===== src/rtl/sram_like_arbiter_pkg.sv =====
// Shared definitions for the instruction/data sram-like port arbiter.
package sram_like_arbiter_pkg;

    localparam logic SRC_INST = 1'b0;
    localparam logic SRC_DATA = 1'b1;

    typedef enum logic [1:0] {
        IDLE   = 2'd0,
        LOCK_I = 2'd1,
        LOCK_D = 2'd2
    } lock_e;

    localparam logic [1:0] SIZE_BYTE = 2'd0;
    localparam logic [1:0] SIZE_HALF = 2'd1;
    localparam logic [1:0] SIZE_WORD = 2'd2;

    typedef struct packed {
        logic        req;
        logic        wr;
        logic [1:0]  size;
        logic [31:0] addr;
        logic [31:0] wdata;
    } sram_req_t;

endpackage


===== src/rtl/sram_src_fifo.sv =====
// Ordered 1-bit FIFO recording which master owns each in-flight request.
module sram_src_fifo #(
    parameter int DEPTH = 4
) (
    input  logic                     clk,
    input  logic                     rst_n,
    input  logic                     push,
    input  logic                     din,
    input  logic                     pop,
    output logic                     dout,
    output logic                     full,
    output logic                     empty,
    output logic [$clog2(DEPTH):0]   count
);
    localparam int AW = $clog2(DEPTH);

    logic [DEPTH-1:0] mem_q;
    logic [AW-1:0]    wptr_q, rptr_q;
    logic [AW:0]      cnt_q;
    logic             push_en, pop_en;

    assign full    = (cnt_q == (AW+1)'(DEPTH));
    assign empty   = (cnt_q == '0);
    assign push_en = push & ~full;
    assign pop_en  = pop & ~empty;
    assign dout    = mem_q[rptr_q];
    assign count   = cnt_q;

    // Pointers are AW bits wide, so they wrap modulo DEPTH on their own.
    always_ff @(posedge clk or negedge rst_n) begin
        if (!rst_n) begin
            mem_q  <= '0;
            wptr_q <= '0;
            rptr_q <= '0;
            cnt_q  <= '0;
        end else begin
            if (push_en) begin
                mem_q[wptr_q] <= din;
                wptr_q        <= wptr_q + 1'b1;
            end
            if (pop_en)
                rptr_q <= rptr_q + 1'b1;
            if (push_en && !pop_en)
                cnt_q <= cnt_q + 1'b1;
            else if (pop_en && !push_en)
                cnt_q <= cnt_q - 1'b1;
        end
    end

endmodule


===== src/rtl/sram_like_arbiter.sv =====
// Arbitrates inst/data sram-like masters onto one port; data first, with a
// starvation limiter, and in-order return of dataok/rdata to the issuer.
module sram_like_arbiter
    import sram_like_arbiter_pkg::*;
#(
    parameter int OUTSTANDING  = 4,
    parameter int STARVE_LIMIT = 8
) (
    input  logic                           clk,
    input  logic                           resetn,
    input  logic                           inst_sram_req,
    input  logic                           inst_sram_wr,
    input  logic [1:0]                     inst_sram_size,
    input  logic [31:0]                    inst_sram_addr,
    input  logic [31:0]                    inst_sram_wdata,
    output logic                           inst_sram_addrok,
    output logic                           inst_sram_dataok,
    output logic [31:0]                    inst_sram_rdata,
    input  logic                           data_sram_req,
    input  logic                           data_sram_wr,
    input  logic [1:0]                     data_sram_size,
    input  logic [31:0]                    data_sram_addr,
    input  logic [31:0]                    data_sram_wdata,
    output logic                           data_sram_addrok,
    output logic                           data_sram_dataok,
    output logic [31:0]                    data_sram_rdata,
    output logic                           mem_req,
    output logic                           mem_wr,
    output logic [1:0]                     mem_size,
    output logic [31:0]                    mem_addr,
    output logic [31:0]                    mem_wdata,
    input  logic [31:0]                    mem_rdata,
    input  logic                           mem_addrok,
    input  logic                           mem_dataok,
    output logic [$clog2(OUTSTANDING):0]   outstanding,
    output logic                           protocol_err
);
    localparam int SW = $clog2(STARVE_LIMIT + 1);
    localparam logic [SW-1:0] STARVE_MAX = SW'(STARVE_LIMIT);

    lock_e         lock_q, lock_d;
    logic [SW-1:0] starve_q, starve_d;
    logic          err_q, err_d;
    logic          gnt_vld, gnt_src;
    logic          full, empty, head, hs, pop;
    sram_req_t     inst_r, data_r, sel;

    assign inst_r = '{inst_sram_req, inst_sram_wr, inst_sram_size, inst_sram_addr, inst_sram_wdata};
    assign data_r = '{data_sram_req, data_sram_wr, data_sram_size, data_sram_addr, data_sram_wdata};

    always_ff @(posedge clk or negedge resetn) begin
        if (!resetn) begin
            lock_q   <= IDLE;
            starve_q <= '0;
            err_q    <= 1'b0;
        end else begin
            lock_q   <= lock_d;
            starve_q <= starve_d;
            err_q    <= err_d;
        end
    end

    // Grant: a held lock overrides the priority choice made in IDLE.
    always_comb begin
        gnt_vld = 1'b0;
        gnt_src = SRC_INST;
        case (lock_q)
            LOCK_I: begin gnt_vld = 1'b1; gnt_src = SRC_INST; end
            LOCK_D: begin gnt_vld = 1'b1; gnt_src = SRC_DATA; end
            default: begin
                if (starve_q == STARVE_MAX && inst_sram_req) begin
                    gnt_vld = 1'b1; gnt_src = SRC_INST;
                end else if (data_sram_req) begin
                    gnt_vld = 1'b1; gnt_src = SRC_DATA;
                end else if (inst_sram_req) begin
                    gnt_vld = 1'b1; gnt_src = SRC_INST;
                end
            end
        endcase
        sel       = (gnt_src == SRC_DATA) ? data_r : inst_r;
        mem_req   = resetn & gnt_vld & sel.req & ~full;
        mem_wr    = gnt_vld & sel.wr;
        mem_size  = gnt_vld ? sel.size  : 2'd0;
        mem_addr  = gnt_vld ? sel.addr  : 32'd0;
        mem_wdata = gnt_vld ? sel.wdata : 32'd0;
    end

    assign hs = mem_req & mem_addrok;

    always_comb begin
        lock_d = lock_q;
        case (lock_q)
            IDLE:    if (mem_req && !mem_addrok)
                         lock_d = (gnt_src == SRC_DATA) ? LOCK_D : LOCK_I;
            default: if (hs) lock_d = IDLE;
        endcase

        starve_d = starve_q;
        if (!inst_sram_req || (hs && gnt_src == SRC_INST))
            starve_d = '0;
        else if (hs && starve_q != STARVE_MAX)
            starve_d = starve_q + 1'b1;

        err_d = err_q | (mem_dataok & empty);
    end

    assign pop = mem_dataok & ~empty;

    sram_src_fifo #(.DEPTH(OUTSTANDING)) u_src_fifo (
        .clk   (clk),
        .rst_n (resetn),
        .push  (hs),
        .din   (gnt_src),
        .pop   (pop),
        .dout  (head),
        .full  (full),
        .empty (empty),
        .count (outstanding)
    );

    assign inst_sram_addrok = hs & (gnt_src == SRC_INST);
    assign data_sram_addrok = hs & (gnt_src == SRC_DATA);
    assign inst_sram_dataok = resetn & pop & (head == SRC_INST);
    assign data_sram_dataok = resetn & pop & (head == SRC_DATA);
    assign inst_sram_rdata  = inst_sram_dataok ? mem_rdata : 32'd0;
    assign data_sram_rdata  = data_sram_dataok ? mem_rdata : 32'd0;
    assign protocol_err     = err_q;

endmodule


===== config.mk =====
export PLATFORM = sky130hd
export DESIGN_NAME = sram_like_arbiter
export DESIGN_NICKNAME = d
export VERILOG_FILES = /design/src/rtl/sram_like_arbiter_pkg.sv /design/src/rtl/sram_src_fifo.sv /design/src/rtl/sram_like_arbiter.sv
export SDC_FILE = /design/constraint.sdc
export NUM_CORES = 1
export LEC_CHECK = 0
export ABC_AREA = 1
export CORE_AREA = 2 2 123 125
export DETAILED_ROUTE_END_ITERATION = 8
export DIE_AREA = 0 0 125 127
export GPL_TIMING_DRIVEN = 0
export PLACE_DENSITY = 0.56
export SETUP_SLACK_MARGIN = 0.5
export SLEW_MARGIN = 20
export SYNTH_ARGS = -nofsm -noshare
export SYNTH_HDL_FRONTEND = slang
export SYNTH_HIERARCHICAL = 1
export SYNTH_SLANG_ARGS = --single-unit
export TNS_END_PERCENT = 1

===== constraint.sdc =====
create_clock -name clk -period 3 [get_ports clk]
set_input_delay 0.6 -clock clk [delete_from_list [all_inputs] [get_ports clk]]
set_output_delay 0.6 -clock clk [all_outputs]
set_load 0.005 [all_outputs]

==> impl_metrics.toml, run 1 <==
[detailed_routing]
avgViaCountPerCell = 4.19
drtIter0Drc = 92
num_vias = 4261
avgRoutedWirePerCell_um = 14.3
drc_errors = 0
drt_wl_total_um = 14600
ant_nets = 0
first_pass_iters = 4

[die]
die_h_um = 127
die_w_um = 125
dieArea_um2 = 15900
fp-row-count = 44
initial_core_util_pct = 17.6
ios = 312
fp.coreArea_um2 = 14400

[grt]
grt_pass1_vias = 3940
grt_remaining_overflow = 0
antenna_found_initial = 1
grt_use_total_pct = 16.6
grt_max_degree = 21
grt_pass1_wl_um = 21300

[logic_synthesis]
synth_cell_types = 24
synth_warnings = 6
ys_ff_latch = 18
synth_cells = 484
seq_area_frac_synth_pct = 17.8
syn_area_per_cell_um2 = 5.24
netlist_area_um2 = 2530
syn-num-nets = 666

[pwr]
power_report.internal_total_mw = 2.50
leakagePower_nw = 3.53
power_switching_mw = 1.84
p_clk_share_pct = 6.8
seq_power_share_pct = 9.6
power_mw = 4.33
sw_frac_of_total_pct = 42.4
peakVddDrop_mv = 0.280
pwr-share-comb_pct = 83.6
powerDensity_nw_per_um2 = 654

[sta]
period_needed_ns = 2.78
final_max_slew_viol_count = 0
rsz0062_at_grt = "true"
tns_ns = 0
tightest_slew_ns = 0.667
clock.fmax_ghz = 0.360
fin_crit_sh_pct = 92.6
skew_ns = 0.00117
setup_viol_count_final = 0
hold_viol_final = 0
relSlewSlack_pct = 55.3

[setup_path]
worst_setup_path_end_kind = "output port"
critPathRequiredTime_ns = 2.40
cp_max_fo = 7
worstSetupPathType = "flip-flop to output port"
critical_path_arrival_ns = 2.18
start_kind = "flip-flop"
startpoint = "lock_q[1]$_DFFE_PN0P_"
r2r-start = "u_src_fifo/count[2]$_DFFE_PN0P_"

[clock_tree]
insertion_delay_ns = 0.25
cts.sinks = 18
cts_buffers = 3
cts_root_buf = "clkbuf_16"
cts_tree = "yes"
clk_pin_slew_ns = 0.05
htree_levels = 1
postCtsHoldBufs = 0
clockBufferDepth = 2

[finish]
drive_above_1_share_pct = 17.2
fin_cells = 1017
final_nets = 1015
post-route-cell-area_um2 = 6630
area_delta_synth_final_pct = 161
layout_commonest_cell = "clkdlybuf4s50_1"
layout_common_cells = "clkdlybuf4s50_1, nor2_1, o21ai_0, inv_1, dlymetal6s2s_1"

[place]
dp_hpwl_um = 12100
port_buffers = 311
dp.cells = 979
place.gp.congestion = 0.822
dpl_cell_area_um2 = 5880

[worst_hold_path]
min_path_type = "primary input to asynchronous set/reset pin"

[flow_run]
maxCapViolations = 0

[run_status]
status = "finished clean"
## cell usage after synthesis
cell type	instances	area share (%)
nand4_1	7	1.7
a31oi_1	1	0.25
nand3_1	17	3.4
xor2_1	2	0.69
a21oi_4	1	0.64
inv_2	1	0.15
o21ai_0	71	14
buf_6	4	1.8
nand4_2	1	0.49
nor2_2	2	0.49
a21oi_1	1	0.20
nand3_2	4	1.6
inv_1	62	9.2
clkbuf_1	22	3.3
buf_4	1	0.30
dfrtp_1	18	18
fa_1	1	0.79
nand2_1	43	6.4
nor2_1	211	31
xnor2_1	1	0.35
ha_1	9	4.4
buf_2	2	0.39
nand2_2	1	0.25
a21o_1	1	0.30
## state kept, by name, summed over array words and instances (netlist names)
| name | flops |
|---|---|
| starve_q | 4 |
| u_src_fifo/wptr_q | 2 |
| lock_q | 2 |
| u_src_fifo/count | 3 |
| u_src_fifo/rptr_q | 2 |
| u_src_fifo/mem_q | 4 |
| protocol_err | 1 |
## cells by family (layout without fill, tap and decap cells)
logic type      count (synthesis)  after routing  share of synthesized area (%)
xor+xnor                        3              3                           1.04
compound gates                 75             76                           15.4
simple gates                  286            286                           45.5
flops                          18             18                           17.8
buf+inv                        92            439                           15.1
other cells                     0              1                              0
fa+ha+maj                      10             10                           5.23
## timing repair
item | 4_1_cts | 5_1_grt
buffers inserted | 2 | 28
gates cloned | 1 | 2
gates resized for setup | 205 | 103
pin swaps | 20 | 16
endpoints found under the setup margin | 150 | 134
## layout make-up
class / count / area [um2]
fillers: 1571 / 7800
repair buffers: 343 / 3390
clock buffers: 4 / 88.8
well taps: 184 / 230
inverters: 63 / 244
diodes: 1 / 2.50
plain buffers: 29 / 333
flip-flops and latches: 18 / 455
multi-input cells: 375 / 1880
## power groups by stage
stage | clock, mW | combinational, mW | sequential [mW]
floorplan | 0 | 1.32 | 0.398
global placement | 0 | 3.14 | 0.417
detailed placement | 0 | 3.15 | 0.417
CTS | 0.301 | 3.36 | 0.421
global route | 0.310 | 3.97 | 0.430
finish | 0.295 | 3.62 | 0.417
## worst max-delay path: stages (launching register included)
cell and delay [ns]:
dfrtp_1 0.39, inv_2 0.06, ha_4 0.30, nor2_4 0.06, buf_6 0.12, a21oi_4 0.34
buf_6 0.17, clkbuf_16 0.13, buf_6 0.08, o21ai_1 0.05, nor2_1 0.11, buf_2 0.14
## layer usage
| layer | track usage, % | vias up | part of all wire (%) |
|---|---|---|---|
| met5 | 0 | - | 0 |
| met4 | 2.29 | 0 | 0.69 |
| met3 | 5.44 | 6 | 9.5 |
| met2 | 33.3 | 199 | 55 |
| met1 | 16.9 | 1872 | 35 |
| li1 | - | 2184 | - |
## worst paths after layout
kind                       slack, ns  depth (start not counted)                                to
max in group asynchronous       2.54                          1  u_src_fifo/rptr_q[0]$_DFFE_PN0P_
min reg2reg                     0.46                          1            protocol_err$_DFF_PN0_
min                             0.23                          1   u_src_fifo/count[0]$_DFFE_PN0P_
max reg2reg                     0.44                         19   u_src_fifo/count[2]$_DFFE_PN0P_
max                             0.22                         11                      mem_wdata[7]
min in group clk                0.46                          1            protocol_err$_DFF_PN0_
## metrics by stage
| stage | setup WS, ns | utilization (%) | hold slack [ns] |
|---|---|---|---|
| after floorplan | 0.505 | - | 0.304 |
| after detailed placement | -0.928 | 40.8 | 0.451 |
| final | 0.222 | 45.9 | 0.229 |
| after global routing | 0.124 | 45.9 | 0.249 |
| after global placement | -0.928 | 40.8 | 0.444 |
| after CTS | 0.00284 | 43.3 | 0.239 |
Power figures use the tool's default switching activity.
==> inputs of run 2 (changes only) <==
--- a/config.mk
+++ b/config.mk
@@ -11,6 +11,7 @@
 export DIE_AREA = 0 0 125 127
 export GPL_TIMING_DRIVEN = 0
 export PLACE_DENSITY = 0.56
+export REMOVE_ABC_BUFFERS = 1
 export SETUP_SLACK_MARGIN = 0.5
 export SLEW_MARGIN = 20
 export SYNTH_ARGS = -nofsm -noshare
==> impl_metrics.toml, run 2 (same netlist as run 1, synthesis figures left out) <==
[run_status]
status = "finished clean"

[grt]
grt_use_total_pct = 19.3
grt_remaining_overflow = 0
grt_max_degree = 52
grt_pass1_wl_um = 24600
grt_pass1_vias = 4214
antenna_found_initial = 0

[setup_path]
r2r-start = "lock_q[1]$_DFFE_PN0P_"
reg2regPathDepth = 17
worstSetupPathType = "flip-flop to output port"
cp_max_fo = 5
rrSetupSlack_ns = 0.49
critical_path_arrival_ns = 2.09
critPathRequiredTime_ns = 2.40
rr_endpoint = "u_src_fifo/count[2]$_DFFE_PN0P_"
endpoint = "mem_addr[26]"
start_kind = "flip-flop"
startpoint = "starve_q[0]$_DFFE_PN0P_"
worst_setup_path_end_kind = "output port"

[sta]
clock.fmax_ghz = 0.372
relSlewSlack_pct = 57.0
tightest_slew_ns = 0.642
tns_ns = 0
period_needed_ns = 2.69
setup_viol_count_final = 0
rsz0062_at_grt = "true"
fin_crit_sh_pct = 89.5
skew_ns = 0.00109
final_max_slew_viol_count = 0
hold_viol_final = 0

[pwr]
peakVddDrop_mv = 0.528
power_mw = 4.43
powerDensity_nw_per_um2 = 680
leakagePower_nw = 3.20

[clock_tree]
cts_root_buf = "clkbuf_16"
insertion_delay_ns = 0.25
clk_pin_slew_ns = 0.05
cts_buffers = 3
cts_tree = "yes"
clockBufferDepth = 2
postCtsHoldBufs = 0
cts.sinks = 18
htree_levels = 1

[finish]
layout_commonest_cell = "nor2_1"
num_antenna_cells = 0
final_nets = 1006
layout_common_cells = "nor2_1, clkdlybuf4s50_1, o21ai_0, inv_1, dlygate4sd2_1"
fillers = 1468
area_delta_synth_final_pct = 157
drive_above_1_share_pct = 23.1

[flow_run]
maxCapViolations = 0

[detailed_routing]
drc_errors = 0
drt_wl_total_um = 16200
num_vias = 4289
first_pass_iters = 4
avgViaCountPerCell = 4.26
ant_nets = 0
avgRoutedWirePerCell_um = 16.1
drtIter0Drc = 152

[worst_hold_path]
min_path_type = "primary input to asynchronous set/reset pin"

[place]
dp_hpwl_um = 11300
port_buffers = 311
place.gp.congestion = 0.892

[die]
dieArea_um2 = 15900
die_h_um = 127
fp-row-count = 44
ios = 312
fp.coreArea_um2 = 14400
initial_core_util_pct = 17.6
die_w_um = 125
-- run 2: layer usage --
layer | global-route usage, % | routed length (um) | vias to the layer above
met4 | 2.75 | 187 | 0
met3 | 1.72 | 728 | 14
li1 | - | - | 2172
met5 | 0 | 0 | -
met2 | 36.4 | 8650 | 129
met1 | 24.3 | 6600 | 1974
-- run 2: how the worst min path moves through the flow --
stage,endpoint,slack [ns]
5_1_grt,u_src_fifo/wptr_q[1]$_DFFE_PN0P_,0.24
4_1_cts,u_src_fifo/count[1]$_DFFE_PN0P_,0.24
2_1_floorplan,lock_q[0]$_DFFE_PN0P_,0.30
6_report,u_src_fifo/count[1]$_DFFE_PN0P_,0.23
3_5_place_dp,protocol_err$_DFF_PN0_,0.46
3_3_place_gp,protocol_err$_DFF_PN0_,0.44
-- run 2: what timing repair did --
item                       CTS  global route
setup endpoints to repair  150           138
buffers inserted            33             6
resized for setup          434            29
pin swaps                   18            12
cloned                      11             0
-- run 2: layout make-up --
| type | count | area (um2) | share of cell area, % |
|---|---|---|---|
| repair inverters | 8 | 110 | 1.69 |
| well taps | 184 | 230 | 3.53 |
| inverters | 63 | 263 | 4.03 |
| clock buffers | 4 | 88.8 | 1.36 |
| flip-flops and latches | 18 | 455 | 6.99 |
| multi-input cells | 374 | 1920 | 29.4 |
| repair buffers | 356 | 3450 | 53.0 |
-- run 2: power breakdown --
part | internal (mW) | leakage (nW) | switching, mW
logic | 1.82 | 2.94 | 1.90
clock network | 0.203 | 0.0442 | 0.0914
registers | 0.335 | 0.224 | 0.0831
-- run 2: through the flow --
step,cell area (um2),hold slack (ns),instances,utilization (%),worst slack (ns)
global placement,5730,0.439,950,39.7,-2.14
floorplan,2390,0.304,455,-,-0.286
finish,6520,0.230,1007,45.2,0.314
global route,6520,0.240,1007,45.2,0.220
CTS,6450,0.240,1001,44.7,0.344
detailed placement,5810,0.462,953,40.3,-0.940
-- run 2: critical path, stage by stage, from the launching register on --
cell     delay (ns)
dfrtp_1        0.39
inv_2          0.09
ha_4           0.15
nand4_4        0.13
a21oi_4        0.25
buf_6          0.14
buf_12         0.15
buf_16         0.19
inv_8          0.06
nor2_4         0.08
nor2_1         0.05
buf_2          0.13
